$ cat src/rtl/mem_port_arbiter.sv
// Single-outstanding arbiter sharing one memory port between instruction fetch and the
// data load/store path; data has priority, bounded by a fetch starvation guard.
module mem_port_arbiter #(
    parameter int unsigned ADDR_W       = 64,
    parameter int unsigned DATA_W       = 64,
    parameter int unsigned STARVE_LIMIT = 4
) (
    input  logic              clock,
    input  logic              reset,
    input  logic              if_req_i,
    input  logic [ADDR_W-1:0] if_addr_i,
    input  logic              if_flush_i,
    output logic              if_rvalid_o,
    output logic [31:0]       if_rdata_o,
    input  logic              d_req_i,
    input  logic              d_we_i,
    input  logic [ADDR_W-1:0] d_addr_i,
    input  logic [DATA_W-1:0] d_wdata_i,
    input  logic [7:0]        d_wmask_i,
    output logic              d_rvalid_o,
    output logic [DATA_W-1:0] d_rdata_o,
    output logic              m_req_o,
    output logic              m_we_o,
    output logic [ADDR_W-1:0] m_addr_o,
    output logic [DATA_W-1:0] m_wdata_o,
    output logic [7:0]        m_wmask_o,
    input  logic              m_gnt_i,
    input  logic              m_rvalid_i,
    input  logic [DATA_W-1:0] m_rdata_i
);

    localparam int unsigned SW = $clog2(STARVE_LIMIT + 1);

    typedef enum logic [2:0] {StIdle, StIssueIf, StWaitIf, StIssueD, StWaitD} state_e;

    state_e            state_q, state_d;
    logic [SW-1:0]     streak_q, streak_d;
    logic              drop_q, drop_d;
    logic [ADDR_W-1:0] addr_q, addr_d;
    logic              we_q, we_d;
    logic [DATA_W-1:0] wdata_q, wdata_d;
    logic [7:0]        wmask_q, wmask_d;
    logic              if_rvalid_q, if_rvalid_d;
    logic [31:0]       if_rdata_q, if_rdata_d;
    logic              d_rvalid_q, d_rvalid_d;
    logic [DATA_W-1:0] d_rdata_q, d_rdata_d;

    logic [DATA_W-1:0] fetch_shifted;
    logic              unused_addr_lsb;

    // Halfword offset within the beat selects the instruction window; offset 3 zero-fills.
    assign fetch_shifted   = m_rdata_i >> {addr_q[2:1], 4'b0000};
    assign unused_addr_lsb = addr_q[0];

    always_comb begin
        state_d     = state_q;
        streak_d    = streak_q;
        drop_d      = drop_q;
        addr_d      = addr_q;
        we_d        = we_q;
        wdata_d     = wdata_q;
        wmask_d     = wmask_q;
        if_rvalid_d = 1'b0;
        if_rdata_d  = if_rdata_q;
        d_rvalid_d  = 1'b0;
        d_rdata_d   = d_rdata_q;

        unique case (state_q)
            StIdle: begin
                drop_d = 1'b0;
                if (!if_req_i) streak_d = '0;
                if (d_req_i && (streak_q < SW'(STARVE_LIMIT))) begin
                    state_d = StIssueD;
                    addr_d  = d_addr_i;
                    we_d    = d_we_i;
                    wdata_d = d_wdata_i;
                    wmask_d = d_wmask_i;
                    if (if_req_i) streak_d = streak_q + SW'(1);
                end else if (if_req_i && !if_flush_i) begin
                    state_d  = StIssueIf;
                    addr_d   = if_addr_i;
                    we_d     = 1'b0;
                    wdata_d  = '0;
                    wmask_d  = '0;
                    streak_d = '0;
                end
            end
            StIssueIf: begin
                if (m_gnt_i) begin
                    state_d = StWaitIf;
                    if (if_flush_i) drop_d = 1'b1;
                end else if (if_flush_i) begin
                    state_d = StIdle;
                end
            end
            StWaitIf: begin
                if (if_flush_i) drop_d = 1'b1;
                if (m_rvalid_i) begin
                    state_d = StIdle;
                    drop_d  = 1'b0;
                    if (!drop_q && !if_flush_i) begin
                        if_rvalid_d = 1'b1;
                        if_rdata_d  = fetch_shifted[31:0];
                    end
                end
            end
            StIssueD: begin
                if (m_gnt_i) state_d = StWaitD;
            end
            StWaitD: begin
                if (m_rvalid_i) begin
                    state_d    = StIdle;
                    d_rvalid_d = 1'b1;
                    d_rdata_d  = m_rdata_i;
                end
            end
            default: state_d = StIdle;
        endcase
    end

    always_ff @(posedge clock or posedge reset) begin
        if (reset) begin
            state_q     <= StIdle;
            streak_q    <= '0;
            drop_q      <= 1'b0;
            addr_q      <= '0;
            we_q        <= 1'b0;
            wdata_q     <= '0;
            wmask_q     <= '0;
            if_rvalid_q <= 1'b0;
            if_rdata_q  <= '0;
            d_rvalid_q  <= 1'b0;
            d_rdata_q   <= '0;
        end else begin
            state_q     <= state_d;
            streak_q    <= streak_d;
            drop_q      <= drop_d;
            addr_q      <= addr_d;
            we_q        <= we_d;
            wdata_q     <= wdata_d;
            wmask_q     <= wmask_d;
            if_rvalid_q <= if_rvalid_d;
            if_rdata_q  <= if_rdata_d;
            d_rvalid_q  <= d_rvalid_d;
            d_rdata_q   <= d_rdata_d;
        end
    end

    always_comb begin
        m_req_o   = (state_q == StIssueIf) || (state_q == StIssueD);
        m_addr_o  = m_req_o ? {addr_q[ADDR_W-1:3], 3'b000} : '0;
        m_we_o    = (state_q == StIssueD) && we_q;
        m_wdata_o = (state_q == StIssueD) ? wdata_q : '0;
        m_wmask_o = (state_q == StIssueD) ? wmask_q : '0;
    end

    assign if_rvalid_o = if_rvalid_q;
    assign if_rdata_o  = if_rdata_q;
    assign d_rvalid_o  = d_rvalid_q;
    assign d_rdata_o   = d_rdata_q;

endmodule
$ cat config.mk
export PLATFORM = sky130hd
export DESIGN_NAME = mem_port_arbiter
export DESIGN_NICKNAME = d
export VERILOG_FILES = /design/src/rtl/mem_port_arbiter.sv
export SDC_FILE = /design/constraint.sdc
export NUM_CORES = 1
export LEC_CHECK = 0
export CAP_MARGIN = 20
export CORE_AREA = 2 2 199 201
export DETAILED_ROUTE_END_ITERATION = 6
export DIE_AREA = 0 0 201 203
export HOLD_SLACK_MARGIN = 0.12
export REMOVE_ABC_BUFFERS = 1
export SYNTH_ARGS = -nofsm -noshare
export SYNTH_HDL_FRONTEND = slang
export SYNTH_SLANG_ARGS = --single-unit
export TNS_END_PERCENT = 100
$ cat constraint.sdc
create_clock -name clock -period 20.6 [get_ports clock]
set_clock_uncertainty 0.15 [all_clocks]
set_input_delay 2.06 -clock clock [delete_from_list [all_inputs] [get_ports clock]]
set_output_delay 2.06 -clock clock [all_outputs]
set_load 0.02 [all_outputs]
-- Word level (Yosys, flattened, before mapping)
Index checks and enable logic that the tools add are counted.
- memories: 0
- bits in latches: 0
- input bits: 272
- word-level logic and storage cells: 70
- memory bits (writable): 0
- output and inout bits: 236
- memory bits (read-only): 0
- register bits: 242
- magnitude comparators: 1
- bitwise logic cells: 0
- shift operators: 1
- add/sub/neg operators: 1
- equality and inequality tests: 9
- multipliers: 0
- div/mod/pow operators: 0
- muxes and demuxes: 31
- reduce and logical (&&, ||, !) cells: 16
- operators by type and width (cell ; number):
    $mux W64 ; 6
    $shr A64 B6 Y32 ; 1
    $mux W3 ; 10
    $mux W8 ; 3
    $pmux W3 S4 ; 1
    $mux W1 ; 10
    $eq A3 B2 Y1 const B ; 2
    $ne A3 B3 Y1 const B ; 2
    $reduce_and A2 Y1 ; 3
    $logic_and A1 B1 Y1 ; 4
    $ne A2 B2 Y1 const B ; 2
    $reduce_and A4 Y1 ; 1
    $add A3 B1 Y3 const B ; 1
    $eq A3 B1 Y1 const B ; 1
    $eq A3 B3 Y1 const B ; 1
    $logic_not A3 Y1 ; 1
    $lt A3 B3 Y1 const B ; 1
    $pmux W1 S3 ; 1
    $reduce_and A3 Y1 ; 1
    $reduce_bool A3 Y1 ; 1
    $logic_not A1 Y1 ; 2
    $ne A2 B1 Y1 const B ; 1
    $reduce_bool A2 Y1 ; 1
    $reduce_or A2 Y1 ; 1
    $logic_or A1 B1 Y1 ; 1

-- Logic depth before layout (Yosys ltp)
Gate-level depths: netlist of the first run.
- word-level depth: 5
- gate-level depth with buffers: 7
- gate-level depth less buffers: 3

-- Least setup slack after synthesis of the first run
No wires, ideal clock.
- path type: reg-to-output
- start point: reg state_q[0]
- end point: out m_addr_o[54]
- cell stages (with the launch flop): 5
- path buffers: 2
- setup slack: 16.914 ns
- data arrival time: 1.476 ns
- path through: dfrtp_1 > buf_6 > nor2b_1 > clkbuf_1 > and2_1
- word-level cells in the longest chain between the ends: 3
- ends and longest elaborated chain (item ; line ; RTL):
    from (decl) ; 36 ; state_e state_q, state_d;
    from (signal assigned) ; 123 ; state_q <= StIdle;
    from (signal assigned) ; 135 ; state_q <= state_d;
    $eq A3 B1 Y1 or $eq A3 B2 Y1 (tied branches) ; 150 ; m_req_o = (state_q == StIssueIf) || (state_q == StIssueD);
    $logic_or A1 B1 Y1 (*) ; 150 ;
    named net m_req_o ; 22 ; output logic m_req_o,
    $mux W64 (*) ; 151 ; m_addr_o = m_req_o ? {addr_q[ADDR_W-1:3], 3'b000} : '0;
    to (decl) ; 24 ; output logic [ADDR_W-1:0] m_addr_o,
The timed path passes the listed nets; every way through them passes the cells marked *.

-- Worst setup path in the final report of the first run
- start point: reg state_q[0]
- end point: out m_addr_o[39]
- word-level cells in the longest chain between the ends: 3
- ends and longest elaborated chain (item ; line):
    $eq A3 B1 Y1 or $eq A3 B2 Y1 (tied branches) ; 150
    $logic_or A1 B1 Y1 (*) ; 150
    $mux W64 (*) ; 151
Mark *: on every way between the ends. The rest lies on a longest branch, timed or not.

==> impl_metrics.json, run 1 <==
{
  "yosys.cell_types.count": 38,
  "worstSetupEndpointType": "output port",
  "synthesis.area_mm2": 0.01156,
  "vias": 8544,
  "slew_headroom_pct": 26.82,
  "grt-ovfl-total": 0,
  "holdPathStages": 1,
  "cts_hold_buf": 0,
  "crit_path_start": "state_q[0]",
  "power_leakage_nw": 7.649,
  "cp.arrival_ns": 2.97,
  "fin_setup_tns_ns": 0,
  "htree_levels": 1,
  "grt_pass1_wl_mm": 55.49,
  "hp-start": "streak_q[0]",
  "drt_drc_violations_left": 0,
  "ctsLongestPathBuffers": 3,
  "clock-sinks": 241,
  "rsz0062_at_grt": "no",
  "grt_pass1_vias": 8983,
  "worst_path_max_delay_cell": "clkdlybuf4s50_1",
  "timing.final.ws_setup_ns": 15.42,
  "track_usage_pct": 17.41,
  "ant_nets": 0,
  "row_count": 72,
  "place_congestion": 0.8127,
  "start_util_pct": 30.06,
  "power_density_mw_per_mm2": 139.8,
  "dieArea_mm2": 0.04080,
  "wl_per_cell_um": 19.81,
  "pre_cts_slack_ns": 15.48,
  "crit_buf_inv": 2,
  "cts_tree": "built",
  "synth_area_leaders": "dfrtp_1, mux2_2, and2_1",
  "yosys_most_used_dff": "dfrtp_1",
  "grt_max_degree": 117,
  "ys_seq_area_share_pct": 52.15,
  "dieWidth_um": 201,
  "final_common_cell": "clkdlybuf4s50_1",
  "slew_viol_final": 0,
  "crit_path_max_fanout": 55,
  "synth-async-reset-ratio_pct": 100.0,
  "cp.depth": 4,
  "layout_common_cells": "clkdlybuf4s50_1, dfrtp_1, mux2_2",
  "slowest_delay_ns": 0.65,
  "root_buffer": "clkbuf_16",
  "ir_drop_mv": 0.07118,
  "worstSkewPairLatency_ns": 0.56,
  "max_freq_mhz": 193.1,
  "fillers": 3573,
  "setup_viol": 0,
  "avgSynthCellArea_um2": 13.67,
  "drive_gt1_share_pct": 21.50,
  "startpoint_type": "register",
  "hold_violations": 0,
  "port_buffers": 502,
  "layout_min_cycle_time_ns": 5.178,
  "die_h_um": 203,
  "wl_mm": 36.91,
  "numCtsBuffers": 30,
  "cts_setup_buffers": 0,
  "worstMarginPinSlew_ns": 1.098,
  "ios": 508,
  "place_area_mm2": 0.01687,
  "path_delay_family": "buffers and inverters",
  "area_growth_syn_to_layout_pct": 54.16,
  "timing.rr.start": "state_q[2]",
  "synthCells": 846,
  "cts.clk_slew.worst_paths_ns": 0.06,
  "status": "finished, final reports clean",
  "path_class": "reg2out",
  "synth.yosys.warnings": 0,
  "synth_top_area_cell": "dfrtp_1",
  "synth_edf_count": 0,
  "reg2reg_depth": 5,
  "cts-resized-gates": 0,
  "fin_crit_sh_pct": 25.13,
  "initialDrtViolationCount": 361,
  "cap_violations": 0,
  "hpwl_mm": 25.96,
  "cp.required_ns": 18.39,
  "antenna_found_initial": 1,
  "vias_per_cell": 4.586,
  "nets": 1597,
  "yosys.area.top_type_share_pct": 52.15,
  "dr.pass1.iters": 4,
  "ys_ff_latch": 241,
  "hp-class": "reg2reg",
  "final_area_mm2": 0.01783,
  "core_area_mm2": 0.03847,
  "crit_chain": "nor2b_4 -> buf_4 -> and2_1 -> clkdlybuf4s50_1"
}
[area by class of cell]
cell class / count / area (µm²) / area share, %
Multi-Input combinational cell: 534 / 5056 / 28.36
Inverter: 4 / 22.52 / 0.1263
Timing Repair Buffer: 513 / 5132 / 28.79
Tap cell: 518 / 648.1 / 3.635
Sequential cell: 241 / 6032 / 33.83
Clock inverter: 5 / 28.78 / 0.1614
Antenna cell: 1 / 2.502 / 0.01404
Clock buffer: 47 / 905.9 / 5.081
[through the flow]
| stage | hold slack [ns] | total power (W) | instances | utilization (%) |
|---|---|---|---|---|
| floorplan | 0.3061 | 0.001493 | 779 | - |
| global placement | 0.3168 | 0.001987 | 1808 | 43.81 |
| detailed placement | 0.3233 | 0.002006 | 1809 | 43.86 |
| CTS | 0.3367 | 0.002527 | 1861 | 46.29 |
| global route | 0.3535 | 0.002632 | 1862 | 46.34 |
| finish | 0.3322 | 0.002493 | 1863 | 46.35 |
[metal layers]
metal | track usage [%] | part of all wire, %
met3 | 3.419 | 5.5
met1 | 21.90 | 42
met4 | 5.185 | 2.2
met5 | 0 | 0
met2 | 30.26 | 51
[state kept, by name (all words and copies together), names as in the netlist]
| name | flops |
|---|---|
| state_q | 3 |
| if_rvalid_o | 1 |
| addr_q | 63 |
| wdata_q | 64 |
| streak_q | 3 |
| if_rdata_o | 32 |
| we_q | 1 |
| d_rdata_o | 64 |
| wmask_q | 8 |
| d_rvalid_o | 1 |
| drop_q | 1 |
[cell families (layout without fill, tap and decap cells)]
group	Yosys count	count (layout)	share of synthesized area (%)
AO/OA/AOI/OAI	102	102	7.476
multiplexers	272	272	26.90
buffers and inverters	73	569	4.371
adder cells (fa/ha/maj)	1	1	0.1082
AND/OR/NAND/NOR	156	156	8.969
other	1	4	0.03243
flip-flops	241	241	52.15
[where the power goes]
group | switching [W] | internal (W) | total [W]
Combinational | 0.000555 | 0.000625 | 0.00118
Sequential | 0.000122 | 0.000690 | 0.000812
Clock | 0.000202 | 0.000298 | 0.000501
Total | 0.000879 | 0.00161 | 0.00249
[worst paths after layout]
| kind | endpoint | slack [ns] |
|---|---|---|
| setup reg to reg | addr_q[35] | 17.78 |
| max in group asynchronous | addr_q[2] | 16.93 |
| min in group asynchronous | wmask_q[7] | 1.92 |
| hold / removal | streak_q[0] | 0.33 |
| hold reg to reg | streak_q[0] | 0.33 |
| setup / recovery | m_addr_o[39] | 15.42 |
[worst register-to-register path: cells and delay by family, from the launching register on]
kind,cells,cell delay (ns)
AOI/OAI and AO/OA,1,0.17
DFF,1,0.62
muxes,1,0.47
and+or+nand+nor,1,0.11
buffers and inverters,2,1.18
[cell usage after synthesis, types with 4 or more instances]
master,n
buf_4,13
a22o_1,74
buf_6,22
mux2_2,193
inv_1,4
mux2i_1,49
buf_1,5
o2bb2ai_1,16
clkbuf_1,15
dfrtp_1,241
buf_2,14
nor2b_1,5
mux2_4,29
and2_1,134
No activity file was read; power rests on OpenSTA's default activity.
==> run 2: changes to the inputs <==
==> constraint.sdc (replaced) <==
create_clock -name clock -period 5.1 [get_ports clock]
set_clock_uncertainty 0.15 [all_clocks]
set_input_delay 0.51 -clock clock [delete_from_list [all_inputs] [get_ports clock]]
set_output_delay 0.51 -clock clock [all_outputs]
set_load 0.02 [all_outputs]
==> run 2 against run 1 <==
Die area unchanged. Clock-buffer cell count decreased by 10. Final cell count grew 0.11%. Routed wire length shrank 0.66%. Core utilization increased by 0.10 points. Sequential power rose to 4.0 times the previous value. Critical endpoint is now m_addr_o[31]. Largest cell class unchanged. Highest routed layer is now met5.
==> impl_metrics.json, run 2 (same netlist as run 1, synthesis figures left out) <==
{
  "place_congestion": 0.8055,
  "nets": 1595,
  "antenna_found_initial": 3,
  "grt_max_degree": 124,
  "hpwl_mm": 26.15,
  "cts.clk_slew.worst_paths_ns": 0.06,
  "grt_pass1_vias": 9128,
  "drive_gt1_share_pct": 21.93,
  "worstSkewPairLatency_ns": 0.56,
  "ios": 508,
  "layout_min_cycle_time_ns": 3.855,
  "met2_length_mm": 18.91,
  "cts_tree": "built",
  "cp.arrival_ns": 3.20,
  "rsz0062_at_grt": "no",
  "whs_ns": 0.3332,
  "cts_hold_buf": 0,
  "place_area_mm2": 0.01690,
  "power_density_mw_per_mm2": 566.7,
  "htree_levels": 1,
  "vias": 8508,
  "hp-start": "streak_q[0]",
  "numCtsBuffers": 29,
  "hold_violations": 0,
  "ir_drop_mv": 0.2743,
  "stdcell_count": 1865,
  "dieWidth_um": 201,
  "highest_layer": "met5",
  "port_buffers": 502,
  "crit_path_start": "state_q[0]",
  "wl_mm": 36.66,
  "cts-resized-gates": 0,
  "final_common_cell": "clkdlybuf4s50_1",
  "setup_viol": 0,
  "place_inst": 1809,
  "drt_drc_violations_left": 0,
  "max_freq_mhz": 259.4,
  "die_h_um": 203,
  "dr.pass1.iters": 4,
  "ctsLongestPathBuffers": 3,
  "crit_path_max_fanout": 43,
  "slew_viol_final": 0,
  "grt-ovfl-total": 0,
  "cts_setup_buffers": 0,
  "slew_headroom_pct": 27.65,
  "path_class": "reg2out",
  "hp-class": "reg2reg",
  "track_usage_pct": 17.35,
  "layout_common_cells": "clkdlybuf4s50_1, dfrtp_1, mux2_2",
  "status": "finished, final reports clean",
  "core_area_mm2": 0.03847,
  "worstMarginPinSlew_ns": 1.085,
  "power_w": 0.01013,
  "worstSetupEndpointType": "output port",
  "timing.rr.start": "state_q[0]",
  "clock-sinks": 241,
  "area_growth_syn_to_layout_pct": 54.51,
  "final_area_mm2": 0.01787,
  "power_leakage_nw": 7.677,
  "cap_violations": 0,
  "m1WireLength_mm": 14.99,
  "start_util_pct": 30.06,
  "wl_met3_mm": 2.033,
  "final_util_pct": 46.45,
  "initialDrtViolationCount": 361,
  "vias_per_cell": 4.562,
  "ant_nets": 0,
  "cp.required_ns": 4.44,
  "wl_per_cell_um": 19.66,
  "root_buffer": "clkbuf_16",
  "grt_pass1_wl_mm": 55.71,
  "startpoint_type": "register",
  "fin_crit_sh_pct": 75.60,
  "row_count": 72,
  "dieArea_mm2": 0.04080
}
run 2: cell count changes in the layout (fill, tap and decap cells not counted), sizes merged:
cell	delta
bufinv	+3
buf	-1
clkinv	+8
inv	+1
diode	+1
clkbuf	-10
run 2: stage by stage:
step	setup TNS [ns]	worst slack, ns
final	0	1.245
after global routing	0	0.9667
after CTS	0	1.145
after detailed placement	0	1.760
after global placement	0	1.768
after floorplan	-736.47	-2.176
run 2: cell type report:
class                           instances  area [µm²]
Clock buffer                           37       795.8
Timing Repair Buffer                  512        5137
Fill cell                            3573       20600
Antenna cell                            2       5.005
Sequential cell                       241        6032
Clock inverter                         17       171.4
Multi-Input combinational cell        534        5056
Inverter                                4       22.52
Tap cell                              518       648.1
run 2: power breakdown:
part	internal, W	switching (W)
combinational	0.00252	0.00223
sequential	0.00279	0.000487
clock	0.00125	0.000847
run 2: path summary, 6_finish.rpt:
kind                                  to  slack [ns]  cells past startpoint
hold / removal               streak_q[0]        0.33                      1
setup reg to reg           d_rdata_o[49]        2.37                      4
max in group asynchronous     wdata_q[0]        3.33                      3
hold reg to reg              streak_q[0]        0.33                      1
setup / recovery            m_addr_o[31]        1.24                      4
min in group asynchronous     addr_q[39]        0.34                      2
run 2: per-layer routing:
layer	vias to the layer above	GRT usage [%]
li1	3964	-
met1	4231	21.30
met2	260	31.13
met3	51	3.307
met4	2	4.630
met5	-	0
run 2: worst max-delay path, cell delays in order, from the launching register on:
cell	delay, ns
dfrtp_1	0.62
nor2b_4	0.86
buf_4	0.35
and2_1	0.16
clkdlybuf4s50_1	0.62
